$ cat src/rtl/riscv_pkg.sv
// ---------------------------------------------------------------------------
// riscv_pkg
// Shared definitions for the instruction fetch slice:
//   NOP_INSTR        - canonical NOP (addi x0,x0,0) shown when fetch is empty
//   RESET_PC_DEFAULT - default PC of the first fetch after reset
//   fetch_entry_t    - one fetched instruction together with its PC
//   word_align()     - clears the two low address bits of a PC
// ---------------------------------------------------------------------------
package riscv_pkg;

    localparam logic [31:0] NOP_INSTR        = 32'h0000_0013;
    localparam logic [31:0] RESET_PC_DEFAULT = 32'h0000_0000;

    typedef struct packed {
        logic [31:0] pc;
        logic [31:0] instr;
    } fetch_entry_t;

    // Force a byte address onto a word boundary.
    function automatic logic [31:0] word_align(input logic [31:0] addr);
        return addr & 32'hFFFF_FFFC;
    endfunction

endpackage

$ cat src/rtl/fetch_buf.sv
// ---------------------------------------------------------------------------
// fetch_buf
// Small FIFO of fetch_entry_t holding fetched instructions until decode
// consumes them. Push and pop in the same cycle are legal even when full
// (the popped slot is reused). flush empties the FIFO and wins over both.
// Ports:
//   clk, rst_n   - clock, asynchronous active-low reset
//   flush        - discard all entries
//   push         - write push_data at the tail
//   push_data    - entry to write
//   pop          - remove the head entry
//   head         - current head entry (meaningful when valid)
//   valid        - FIFO not empty
//   count        - number of stored entries (0..DEPTH)
// ---------------------------------------------------------------------------
module fetch_buf
    import riscv_pkg::*;
#(
    parameter int DEPTH = 2
) (
    input  logic                     clk,
    input  logic                     rst_n,
    input  logic                     flush,
    input  logic                     push,
    input  fetch_entry_t             push_data,
    input  logic                     pop,
    output fetch_entry_t             head,
    output logic                     valid,
    output logic [$clog2(DEPTH):0]   count
);

    localparam int AW = $clog2(DEPTH);

    fetch_entry_t   mem_r [DEPTH];
    logic [AW-1:0]  rd_ptr_r;
    logic [AW-1:0]  wr_ptr_r;
    logic [AW:0]    count_r;
    logic           do_pop_s;
    logic           do_push_s;

    // Pop only a real entry; push at full only when the head leaves this cycle.
    always_comb begin
        do_pop_s  = pop && (count_r != {(AW+1){1'b0}});
        do_push_s = push && ((count_r != (AW+1)'(DEPTH)) || do_pop_s);
    end

    // Storage array: written at the tail on every accepted push.
    always_ff @(posedge clk or negedge rst_n) begin
        if (!rst_n) begin
            for (int i = 0; i < DEPTH; i++) begin
                mem_r[i] <= '{pc: 32'h0000_0000, instr: NOP_INSTR};
            end
        end else if (do_push_s && !flush) begin
            mem_r[wr_ptr_r] <= push_data;
        end else begin
            mem_r <= mem_r;
        end
    end

    // Pointers and occupancy; flush has priority over push and pop.
    always_ff @(posedge clk or negedge rst_n) begin
        if (!rst_n) begin
            rd_ptr_r <= {AW{1'b0}};
            wr_ptr_r <= {AW{1'b0}};
            count_r  <= {(AW+1){1'b0}};
        end else if (flush) begin
            rd_ptr_r <= {AW{1'b0}};
            wr_ptr_r <= {AW{1'b0}};
            count_r  <= {(AW+1){1'b0}};
        end else begin
            if (do_pop_s) begin
                rd_ptr_r <= rd_ptr_r + AW'(1'b1);
            end
            if (do_push_s) begin
                wr_ptr_r <= wr_ptr_r + AW'(1'b1);
            end
            case ({do_push_s, do_pop_s})
                2'b10:   count_r <= count_r + (AW+1)'(1'b1);
                2'b01:   count_r <= count_r - (AW+1)'(1'b1);
                default: count_r <= count_r;
            endcase
        end
    end

    assign head  = mem_r[rd_ptr_r];
    assign valid = (count_r != {(AW+1){1'b0}});
    assign count = count_r;

endmodule

$ cat src/rtl/fetch_unit.sv
// ---------------------------------------------------------------------------
// fetch_unit
// Instruction fetch stage: issues word-aligned requests to instruction
// memory, collects in-order responses into fetch_buf and presents the head
// entry to decode. A redirect (PCSrcE) flushes the buffer, restarts fetch at
// the aligned target and discards responses of requests already in flight.
// Optional feature macro: FETCH_PERF_EN adds perf_stall_cnt / perf_redir_cnt.
// Ports:
//   clk, rst_n       - clock, asynchronous active-low reset
//   StallF           - hold the head entry
//   PCSrcE,PCTargetE - redirect request and target
//   imem_req/addr    - fetch request and word-aligned address
//   imem_gnt         - request accepted this cycle
//   imem_rvalid/rdata- in-order response (at least one cycle after grant)
//   InstrF,PCF,PCPlus4F,ValidF - head of fetch buffer (NOP/0/0/0 when empty)
//   perf_stall_cnt   - (FETCH_PERF_EN) cycles with ValidF && StallF
//   perf_redir_cnt   - (FETCH_PERF_EN) cycles with PCSrcE
// ---------------------------------------------------------------------------
module fetch_unit
    import riscv_pkg::*;
#(
    parameter logic [31:0] RESET_PC = RESET_PC_DEFAULT,
    parameter int          DEPTH    = 2
) (
    input  logic        clk,
    input  logic        rst_n,
    input  logic        StallF,
    input  logic        PCSrcE,
    input  logic [31:0] PCTargetE,
    output logic        imem_req,
    output logic [31:0] imem_addr,
    input  logic        imem_gnt,
    input  logic        imem_rvalid,
    input  logic [31:0] imem_rdata,
    output logic [31:0] InstrF,
    output logic [31:0] PCF,
    output logic [31:0] PCPlus4F,
    output logic        ValidF
`ifdef FETCH_PERF_EN
    ,
    output logic [31:0] perf_stall_cnt,
    output logic [31:0] perf_redir_cnt
`endif
);

    localparam int CW = $clog2(DEPTH) + 1;

    logic          run_r;        // low only until the first edge after reset
    logic [31:0]   pc_r;         // next request address
    logic [31:0]   resp_pc_r;    // PC belonging to the next kept response
    logic [CW-1:0] in_flight_r;  // granted requests not yet answered
    logic [CW-1:0] drop_cnt_r;   // answers still to be discarded after redirect

    logic          imem_req_s;
    logic          grant_s;
    logic          drop_s;
    logic          push_s;
    logic          pop_s;
    logic          buf_valid_s;
    logic [CW-1:0] buf_count_s;
    fetch_entry_t  buf_head_s;
    fetch_entry_t  push_data_s;

    // Request only when every outstanding answer is guaranteed a buffer slot.
    always_comb begin
        if (run_r && !PCSrcE &&
            (({1'b0, in_flight_r} + {1'b0, buf_count_s}) < (CW+1)'(DEPTH))) begin
            imem_req_s = 1'b1;
        end else begin
            imem_req_s = 1'b0;
        end
        grant_s     = imem_req_s && imem_gnt;
        drop_s      = imem_rvalid && (drop_cnt_r != {CW{1'b0}});
        push_s      = imem_rvalid && !drop_s && !PCSrcE;
        pop_s       = buf_valid_s && !StallF;
        push_data_s = '{pc: resp_pc_r, instr: imem_rdata};
    end

    // Request/response bookkeeping; a redirect overrides all other updates.
    always_ff @(posedge clk or negedge rst_n) begin
        if (!rst_n) begin
            run_r       <= 1'b0;
            pc_r        <= RESET_PC;
            resp_pc_r   <= RESET_PC;
            in_flight_r <= {CW{1'b0}};
            drop_cnt_r  <= {CW{1'b0}};
        end else if (PCSrcE) begin
            run_r       <= 1'b1;
            pc_r        <= word_align(PCTargetE);
            resp_pc_r   <= word_align(PCTargetE);
            // No grant can happen while redirecting; any answer arriving now
            // is discarded, everything still outstanding must be dropped.
            in_flight_r <= in_flight_r - CW'(imem_rvalid);
            drop_cnt_r  <= in_flight_r - CW'(imem_rvalid);
        end else begin
            run_r <= 1'b1;
            if (grant_s) begin
                pc_r <= pc_r + 32'd4;
            end
            if (push_s) begin
                resp_pc_r <= resp_pc_r + 32'd4;
            end
            in_flight_r <= in_flight_r + CW'(grant_s) - CW'(imem_rvalid);
            if (drop_s) begin
                drop_cnt_r <= drop_cnt_r - CW'(1'b1);
            end
        end
    end

    fetch_buf #(
        .DEPTH (DEPTH)
    ) u_fetch_buf (
        .clk       (clk),
        .rst_n     (rst_n),
        .flush     (PCSrcE),
        .push      (push_s),
        .push_data (push_data_s),
        .pop       (pop_s),
        .head      (buf_head_s),
        .valid     (buf_valid_s),
        .count     (buf_count_s)
    );

    // Decode-facing view of the buffer head with safe values when empty.
    always_comb begin
        if (buf_valid_s) begin
            InstrF   = buf_head_s.instr;
            PCF      = buf_head_s.pc;
            PCPlus4F = buf_head_s.pc + 32'd4;
        end else begin
            InstrF   = NOP_INSTR;
            PCF      = 32'h0000_0000;
            PCPlus4F = 32'h0000_0000;
        end
    end

    assign ValidF    = buf_valid_s;
    assign imem_req  = imem_req_s;
    assign imem_addr = pc_r;

`ifdef FETCH_PERF_EN
    // Free-running event counters, wrapping at 2^32.
    always_ff @(posedge clk or negedge rst_n) begin
        if (!rst_n) begin
            perf_stall_cnt <= 32'h0000_0000;
            perf_redir_cnt <= 32'h0000_0000;
        end else begin
            if (buf_valid_s && StallF) begin
                perf_stall_cnt <= perf_stall_cnt + 32'd1;
            end
            if (PCSrcE) begin
                perf_redir_cnt <= perf_redir_cnt + 32'd1;
            end
        end
    end
`endif

endmodule
$ cat config.mk
export PLATFORM = sky130hd
export DESIGN_NAME = fetch_unit
export DESIGN_NICKNAME = d
export VERILOG_FILES = /design/src/rtl/riscv_pkg.sv /design/src/rtl/fetch_buf.sv /design/src/rtl/fetch_unit.sv
export SDC_FILE = /design/constraint.sdc
export NUM_CORES = 1
export LEC_CHECK = 0
export CAP_MARGIN = 20
export CORE_UTILIZATION = 53
export CTS_CLUSTER_SIZE = 30
export DETAILED_ROUTE_END_ITERATION = 16
export PLACE_DENSITY_LB_ADDON = 0.25
export SYNTH_ARGS = -nofsm -noshare
export SYNTH_HDL_FRONTEND = slang
export SYNTH_HIERARCHICAL = 1
export SYNTH_SLANG_ARGS = --single-unit
$ cat constraint.sdc
create_clock -name clk -period 3.98 [get_ports clk]
set_input_delay 0.597 -clock clk [delete_from_list [all_inputs] [get_ports clk]]
set_output_delay 0.597 -clock clk [all_outputs]
set_load 0.01 [all_outputs]
==> impl_results.md <==
- Count of pins over their slew limit: 0
- CP required: 3.38 ns
- Initial antenna violation count: 0
- Port Buffers: 195
- Final worst-path cycle share: 0.9793
- Residual DRC: 0
- CTS tree: yes
- Final hold violations: 0
- Yosys top cell area share: 0.4352
- Mux cell area share after synthesis: 0.2367
- Gr ovfl total: 0
- Syn Area/Cell: 11.15 um^2
- Max-cap violations: 0
- Worst hold path class: primary input to async pin
- Hold-fix buffers at CTS: 0
- # fillers: 1560
- Post-synthesis compound-gate area fraction: 0.06915
- Share of post-route cells with drive strength above 1: 0.2508
- Pwr/cell area: 502.2 nW/um^2
- Post-Route WL: 27550 um
- Via count: 8556
- I/O Pins: 200
- Vias in the first global route: 8408
- First-pass GRT wire length: 44880 um
- Inserted Diodes: 0
- Row count: 52
- Peak supply drop: 0.3156 mV
- Synth Area in Simple Gates: 0.1767
- Worst Path Max Fanout: 10
- Cells after Synth: 985
- Max Freq: 256.6 MHz
- Clk buf depth: 2
- Avg Vias per Cell: 5.901
- Final setup violation count: 0
- Multi-input logic area: 5766 um^2
- Starting Density: 0.5411
- Root Driver: clkbuf_16
- GP Congestion: 0.8587
- Synth Area in XOR/XNOR: 0.02233
- Synth top cells by count: dfrtp_1 (191), mux2_2 (162), and2_1 (64), nor2_1 (60), mux2_4 (49)
- H-Tree Depth: 4
- CP Launch Type: flop
- ANT nets after route: 0
- Synth unique cells: 54
- Net count, final: 1245
- Largest area contributor in the netlist: dfrtp_1
- Top_reg_cell synth: dfrtp_1
- Clock insertion delay at the later pin of the skew report: 0.44 ns
- GRT Total Usage: 0.2644
- Adder-cell area share of the yosys netlist: 0.009797
- Clk_skew: 0.01640 ns
- WS Path Type: flop to primary output
- Seq cells post-synth: 197
- Main combinational cell family by area after synthesis: multiplexers
- RSZ-0062 raised after global routing: no
- Yosys warnings: 6
- 1st-iter DRT viols: 721
- EDFF count, synth: 0
- Slew @ Worst Pin: 0.7090 ns
- Die Ht: 146.0 um
- Max_slew headroom: 0.5274
- LEAKAGE: 5.878 nW
- Fin crit period: 3.898 ns
- Setup crit end kind: primary output
- DR WL/cell: 19.00 um
- Area of the die: 21300 um^2
- FF+latch area: 4941 um^2
- CTS Sinks: 197
- Synth area leaders: dfrtp_1 (44%), mux2_2 (17%), mux2_4 (6.7%)
- Dpl hpwl: 18690 um
- Util after Layout: 0.6842
- Drt pass-1 iters: 5
- CTS Buf Count: 17
- Ys async rst share: 1.000
- Core area: 20300 um^2
- Cell area after synthesis: 10980 um^2
- Top-count cell post-synth: dfrtp_1
- Outcome: finished clean
- DIE WIDTH: 146.0 um
- Clock transition at path regs: 0.07 ns
- Register area share after synthesis: 0.4495
- Area growth from synthesis to layout: 26.45%
- Critical Path AT: 3.30 ns
- Post-route setup TNS: 0 ns
- Largest net degree at the start of global routing: 90
layout make-up:
type / count / area share
multi-input combinational: 714 / 0.4151
sequential: 197 / 0.3558
timing repair buffer: 219 / 0.1563
clock buffer: 18 / 0.03162
tap: 270 / 0.02432
clock inverter: 14 / 0.01198
inverter: 18 / 0.004865
power by group:
| group | internal [mW] | switching, mW | leakage (nW) | total (mW) |
|---|---|---|---|---|
| logic | 1.29 | 0.975 | 3.14 | 2.26 |
| clock network | 0.962 | 0.811 | 0.291 | 1.77 |
| registers | 2.56 | 0.377 | 2.44 | 2.94 |
worst max-delay path: stages (launching register included):
cell             delay [ns]
dfrtp_4                0.56
buf_4                  0.22
mux2_2                 0.29
nand2_1                0.14
or3_4                  0.45
or4_1                  0.49
a21oi_1                0.15
clkdlybuf4s50_1        0.55
routing by layer:
layer	GRT usage	wire length, um
met5	0	0
met4	0.07316	499
met3	0.04483	1499
met2	0.4091	12670
met1	0.3838	12880
kinds of logic (layout without fill, tap and decap cells):
kind of cell,count (synthesis),in the layout
AO/OA/AOI/OAI,114,114
XOR/XNOR,28,28
adder cells (fa/ha/maj),8,8
buffers and inverters,80,269
flip-flops,197,197
multiplexers,215,215
other,2,7
AND/OR/NAND/NOR,341,342
metrics by stage:
step | hold WS [ns] | instances | power [mW] | instance area (um^2) | worst slack, ns
3_3_place_gp | 0.4831 | 1411 | 5.060 | 13150 | 0.3507
4_1_cts | 0.2176 | 1446 | 6.952 | 13800 | 0.01542
5_1_grt | 0.2433 | 1450 | 7.341 | 13890 | 0.008354
2_1_floorplan | 0.3014 | 990 | 4.395 | 11000 | 0.5763
3_5_place_dp | 0.4906 | 1411 | 5.151 | 13150 | 0.3299
6_report | 0.1760 | 1450 | 6.975 | 13890 | 0.08246
cell usage in the layout (no fill, tap or decap), types with 4 or more instances in the layout:
cell             count
a211oi_1             6
a21oi_1             15
a31oi_1             29
and2_1              64
and3_1               7
and4_1              14
buf_4               22
clkbuf_16           17
clkdlybuf4s50_1    190
conb_1               7
dfrtp_1            190
dfstp_2              6
dlymetal6s2s_1       4
ha_1                 7
inv_1               16
inv_6                6
mux2_2             159
mux2_4              52
mux2i_1              4
nand2_1             37
nand2b_1             9
nand3_1             30
nand4_1             28
nor2_1              60
nor3_1              17
nor4_1              12
o21ai_0             17
o31ai_1             27
or3_1               10
or4_1               29
xnor2_1             18
xor2_1              10
sequential cells by signal, summed over array words and instances, names as in the netlist:
signal / flops
u_fetch_buf/mem_r: 128
in_flight_r: 2
run_r: 1
imem_addr: 30
u_fetch_buf/count: 2
u_fetch_buf/wr_ptr_r: 1
resp_pc_r: 30
drop_cnt_r: 2
u_fetch_buf/rd_ptr_r: 1
worst paths after layout:
path	startpoint	end	slack [ns]	depth (start not counted)
max	u_fetch_buf/rd_ptr_r	PCPlus4F[25]	0.08	7
min	rst_n	u_fetch_buf/mem_r[78]	0.18	1
max reg2reg	u_fetch_buf/count[0]	imem_addr[25]	0.81	7
min reg2reg	u_fetch_buf/mem_r[13]	u_fetch_buf/mem_r[13]	0.50	1
max in group asynchronous	rst_n	resp_pc_r[26]	2.88	2
min in group clk	u_fetch_buf/mem_r[13]	u_fetch_buf/mem_r[13]	0.50	1
what timing repair did:
action	4_1_cts	5_1_grt
buffers inserted	3	3
pin swaps	1	2
gates resized for setup	6	13
endpoints found under the setup margin	9	14
cloned	0	1
No activity file was read; power rests on OpenSTA's default activity.
==> patch 1, RTL diff (config.mk and constraints unchanged) <==
Build with the macro `FETCH_PERF_EN` defined.
--- a/src/rtl/fetch_unit.sv
+++ b/src/rtl/fetch_unit.sv
@@ -18,2 +18,4 @@
 // ---------------------------------------------------------------------------
+`define FETCH_PERF_EN
+
 module fetch_unit
Formal check against the unedited RTL (old outputs only; new: perf_redir_cnt and perf_stall_cnt): same outputs for any inputs over 4 cycles, from zero or initial values and one cycle with rst_n low; that may be too few to reach the edited logic, so the function may still have changed.
==> patch 1 against the original RTL <==
Maximum frequency increased by 0.79%; setup slack improved by 0.031 ns; hold slack got worse by 0.096 ns; sequential cell count increased by 64; area after synthesis increased by 24%; routed wire length increased by 22%; total power increased by 25%; sequential power increased by 26%; design area increased by 27%; combinational power increased by 5%; critical endpoint is now PCPlus4F[18]; largest cell class unchanged.
==> patch 1: results <==
{
  "status": "finished clean",
  "clock_latency_ns": 0.53,
  "p_leak_nw": 7.71,
  "yosysUniqueCellTypes": 57,
  "gp_congestion": 0.855,
  "skew_ns": 0.00711,
  "grt_pass1_vias": 10400,
  "max_slew_margin": 0.425,
  "ir_worst_vdd_mv": 0.333,
  "io_buffers": 259,
  "dr_total_vias": 10200,
  "reg2regPathDepth": 11,
  "min_path_type": "input port to asynchronous set/reset pin",
  "synth_warnings": 6,
  "drive_gt1_frac": 0.204,
  "grt.total_usage": 0.256,
  "grt_max_degree": 111,
  "num_antenna_cells": 0,
  "cts_root_buf": "clkbuf_16",
  "dr.first_iter.drc_count": 678,
  "seq_area_frac_synth": 0.478,
  "slowest_stage": "clkdlybuf4s50_1",
  "wire_per_inst_um": 18.4,
  "worstPathMaxFanout": 11,
  "synth.avg_cell_area_um2": 11.3,
  "antenna_found_initial": 0,
  "ys_top_cells_by_area": "dfrtp_1 (47%), mux2_2 (13%), xnor2_1 (5.7%), mux2_4 (5.4%), and2_1 (4.4%)",
  "r2r_start": "u_fetch_buf/count[0]",
  "place_ws_ns": 0.483,
  "cts_made_buffers": 28,
  "htree_levels": 1,
  "rr_endpoint": "in_flight_r[1]",
  "dr.pass1.iters": 5,
  "dp.final_hpwl_um": 23300,
  "clk_pin_slew_ns": 0.06,
  "place_area_mm2": 0.0166,
  "final_cells": 1818,
  "cts_buffer_depth": 3,
  "layout_top_registers": "u_fetch_buf/mem_r (128), perf_redir_cnt (32), perf_stall_cnt (32)",
  "nets": 1547,
  "grt_pass1_wl_um": 54800,
  "synth_common_cells": "dfrtp_1 (255), mux2_2 (156), and2_1 (97), nand2_1 (90), xnor2_1 (89)",
  "critPathMaxStageDelay_ns": 0.57,
  "async_flop_share": 1.00,
  "p_sw_mw": 2.44,
  "r2r_slack_ns": 0.87
}
[patch 1: repair_timing]
action,4_1_cts,5_1_grt
hold buffers,0,0
resized for setup,1,3
pin swaps,1,0
setup buffers,1,1
setup endpoints to repair,1,10
[patch 1: through the flow]
step                power [mW]  hold slack, ns
finish                    8.72          0.0803
detailed placement        6.08           0.477
CTS                       8.78           0.156
global route              9.18           0.140
global placement          5.98           0.461
floorplan                 5.21           0.301
[patch 1: kinds of logic (layout without fill, tap and decap cells)]
logic type      after synthesis  count (layout)  synth area share
simple gates                435             435             0.180
flops                       261             261             0.478
mux                         208             208             0.184
xor+xnor                    126             126            0.0807
compound gates               83              83            0.0377
buf+inv                      83             358            0.0288
fa+ha+maj                    10              10           0.00970
other cells                   2               7          0.000549
[patch 1: critical path, delay by kind of cell (launching register included)]
family / cells / cell delay (ns)
flip-flops: 1 / 0.56
AND/OR/NAND/NOR: 4 / 0.74
adder cells (fa/ha/maj): 1 / 0.23
buffers and inverters: 2 / 0.75
multiplexers: 1 / 0.32
XOR/XNOR: 1 / 0.14
[patch 1: metal layers]
| layer | vias to the layer above | GRT usage | share of wire |
|---|---|---|---|
| li1 | 4747 | - | - |
| met1 | 5076 | 0.371 | 0.46 |
| met2 | 311 | 0.410 | 0.47 |
| met3 | 41 | 0.0341 | 0.054 |
| met4 | 0 | 0.0573 | 0.017 |
| met5 | - | 0 | 0 |
[patch 1: power groups by stage]
stage                     clock network [mW]  registers, mW  logic [mW]
after floorplan                            0           3.62        1.59
after CTS                               2.71           3.68        2.38
after global routing                    2.83           3.77        2.58
after detailed placement                   0           3.72        2.36
final                                   2.66           3.69        2.37
after global placement                     0           3.67        2.31
[patch 1: cell type report]
class | instances | area, µm²
repair buffers | 282 | 2850
multi-input cells | 869 | 6770
flip-flops and latches | 261 | 6540
clock buffers | 44 | 872
well taps | 330 | 413
fillers | 1797 | 7620
clock inverters | 7 | 91.3
inverters | 25 | 96.3
[patch 1: how the worst max path moves through the flow]
stage | from | to | slack [ns]
CTS | u_fetch_buf/rd_ptr_r | PCPlus4F[29] | 0.005
floorplan | u_fetch_buf/rd_ptr_r | PCPlus4F[29] | 0.64
global route | u_fetch_buf/rd_ptr_r | PCPlus4F[18] | -0.06
global placement | u_fetch_buf/rd_ptr_r | PCPlus4F[29] | 0.52
finish | u_fetch_buf/rd_ptr_r | PCPlus4F[18] | 0.11
detailed placement | u_fetch_buf/rd_ptr_r | PCPlus4F[29] | 0.48
==> patch 2, RTL diff (config.mk and constraints unchanged) <==
Made on the original files. Register the input `PCTargetE` before use. The logic sees it one clock later. The other inputs are not delayed to match.
--- a/src/rtl/fetch_unit.sv
+++ b/src/rtl/fetch_unit.sv
@@ -47,2 +47,8 @@
 
+    logic [31:0] PCTargetE_q;
+
+    always_ff @(posedge clk) begin
+        PCTargetE_q <= PCTargetE;
+    end
+
     logic          run_r;        // low only until the first edge after reset
@@ -88,4 +94,4 @@
             run_r       <= 1'b1;
-            pc_r        <= word_align(PCTargetE);
-            resp_pc_r   <= word_align(PCTargetE);
+            pc_r        <= word_align(PCTargetE_q);
+            resp_pc_r   <= word_align(PCTargetE_q);
             // No grant can happen while redirecting; any answer arriving now
Behaviour: not the same (a bounded check fails within 4 cycles, from zero or initial values and one cycle with rst_n low).
==> patch 2 against the original RTL <==
Total power rose by 9.8%; sequential cell count up 30; via count fell by 5.0%; non-clock buffer count decreased by 10; setup slack improved by 0.052 ns; area after synthesis increased by 5.0%; highest routed layer unchanged; design area grew 4.7%; routed wire length fell by 3.8%; cell count is 1.4% higher.
==> patch 2: results <==
{
  "synthXorXnorAreaFrac": 0.0501,
  "status": "finished clean",
  "drive_gt1_frac": 0.233,
  "dp.cells": 1425,
  "gp_congestion": 0.785,
  "place_area_mm2": 0.0137,
  "dr.pass1.iters": 5,
  "yosysUniqueCellTypes": 59,
  "r2r_slack_ns": 1.04,
  "nets": 1256,
  "p_leak_nw": 6.26,
  "num-fill-cells": 1600,
  "wire_per_inst_um": 18.0,
  "comb_cell_power_mw": 2.11,
  "grt_pass1_vias": 8368,
  "critPathMaxStageDelay_ns": 0.59,
  "pg_seq_mw": 3.26,
  "worstPathMaxFanout": 17,
  "rr_endpoint": "in_flight_r[1]",
  "async_flop_share": 0.868,
  "min_path_type": "input port to asynchronous set/reset pin",
  "synth.most_common_cell": "dfrtp_1",
  "place_ws_ns": 0.378,
  "cts_root_buf": "clkbuf_16",
  "dr.first_iter.drc_count": 398,
  "clock_latency_ns": 0.52,
  "worst_slack_ns": 0.135,
  "cts_buffer_depth": 3,
  "grt.total_usage": 0.241,
  "dr_total_vias": 8124,
  "seq_area_frac_synth": 0.480,
  "ys_top_cells_by_area": "dfrtp_1 (41%), mux2_2 (15%), mux2_4 (6.4%), dfxtp_1 (5.2%), and2_1 (4.8%)",
  "power_density_mw_per_mm2": 527,
  "io_buffers": 195,
  "crit_family": "buffers and inverters",
  "cts_made_buffers": 24,
  "antenna_found_initial": 0,
  "grt_pass1_wl_um": 43000,
  "htree_levels": 1,
  "synth-compound-area-share": 0.0525,
  "synth_common_cells": "dfrtp_1 (191), mux2_2 (151), and2_1 (89), nand2_1 (53), mux2_4 (49)",
  "grt_max_degree": 109,
  "routed_wl_um": 26500,
  "skew_ns": 0.0227,
  "max_slew_margin": 0.378,
  "syn_inst": 997,
  "synth_mux_area_frac": 0.212,
  "internal-power_mw": 5.55,
  "synth_fa_ha_area_frac": 0.00933,
  "dp.final_hpwl_um": 17500,
  "reg2regPathDepth": 11,
  "endpoint": "PCPlus4F[21]"
}
==> patch 2: worst min path at each step <==
| stage | end | slack (ns) | cells past startpoint |
|---|---|---|---|
| after floorplan | drop_cnt_r[0] | 0.30 | 0 |
| after detailed placement | imem_addr[13] | 0.48 | 2 |
| final | u_fetch_buf/mem_r[18] | 0.19 | 1 |
| after global routing | u_fetch_buf/mem_r[76] | 0.27 | 1 |
| after global placement | resp_pc_r[13] | 0.47 | 2 |
| after CTS | u_fetch_buf/mem_r[15] | 0.23 | 1 |
==> patch 2: routing by layer <==
| layer | vias to the layer above | GRT usage | routed length, µm |
|---|---|---|---|
| li1 | 3842 | - | - |
| met1 | 3987 | 0.325 | 11900 |
| met2 | 266 | 0.409 | 12600 |
| met3 | 29 | 0.0332 | 1530 |
| met4 | 0 | 0.0546 | 423 |
| met5 | - | 0 | 0 |
==> patch 2: cells by family (layout without fill, tap and decap cells) <==
logic type,after synthesis,after routing
other,2,7
muxes,201,201
DFF,227,227
buffers and inverters,80,274
adders and majority gates,8,8
AOI/OAI and AO/OA,96,96
xor gates and xnor gates,66,66
and+or+nand+nor,317,317
==> patch 2: timing repair <==
action,CTS,global route
endpoints found under the setup margin,9,7
hold endpoints to repair,0,0
pin swaps,1,0
hold buffers,0,0
gates resized for setup,3,5
cloned,0,0
setup buffers,2,0
==> patch 2: final cells by class <==
| type | count | area (µm²) | share of cell area |
|---|---|---|---|
| flip-flops and latches | 227 | 5540 | 0.381 |
| inverters | 21 | 81.3 | 0.00559 |
| repair buffers | 209 | 2100 | 0.144 |
| clock inverters | 8 | 93.8 | 0.00645 |
| clock buffers | 36 | 737 | 0.0507 |
| well taps | 275 | 344 | 0.0237 |
| multi-input cells | 695 | 5650 | 0.388 |
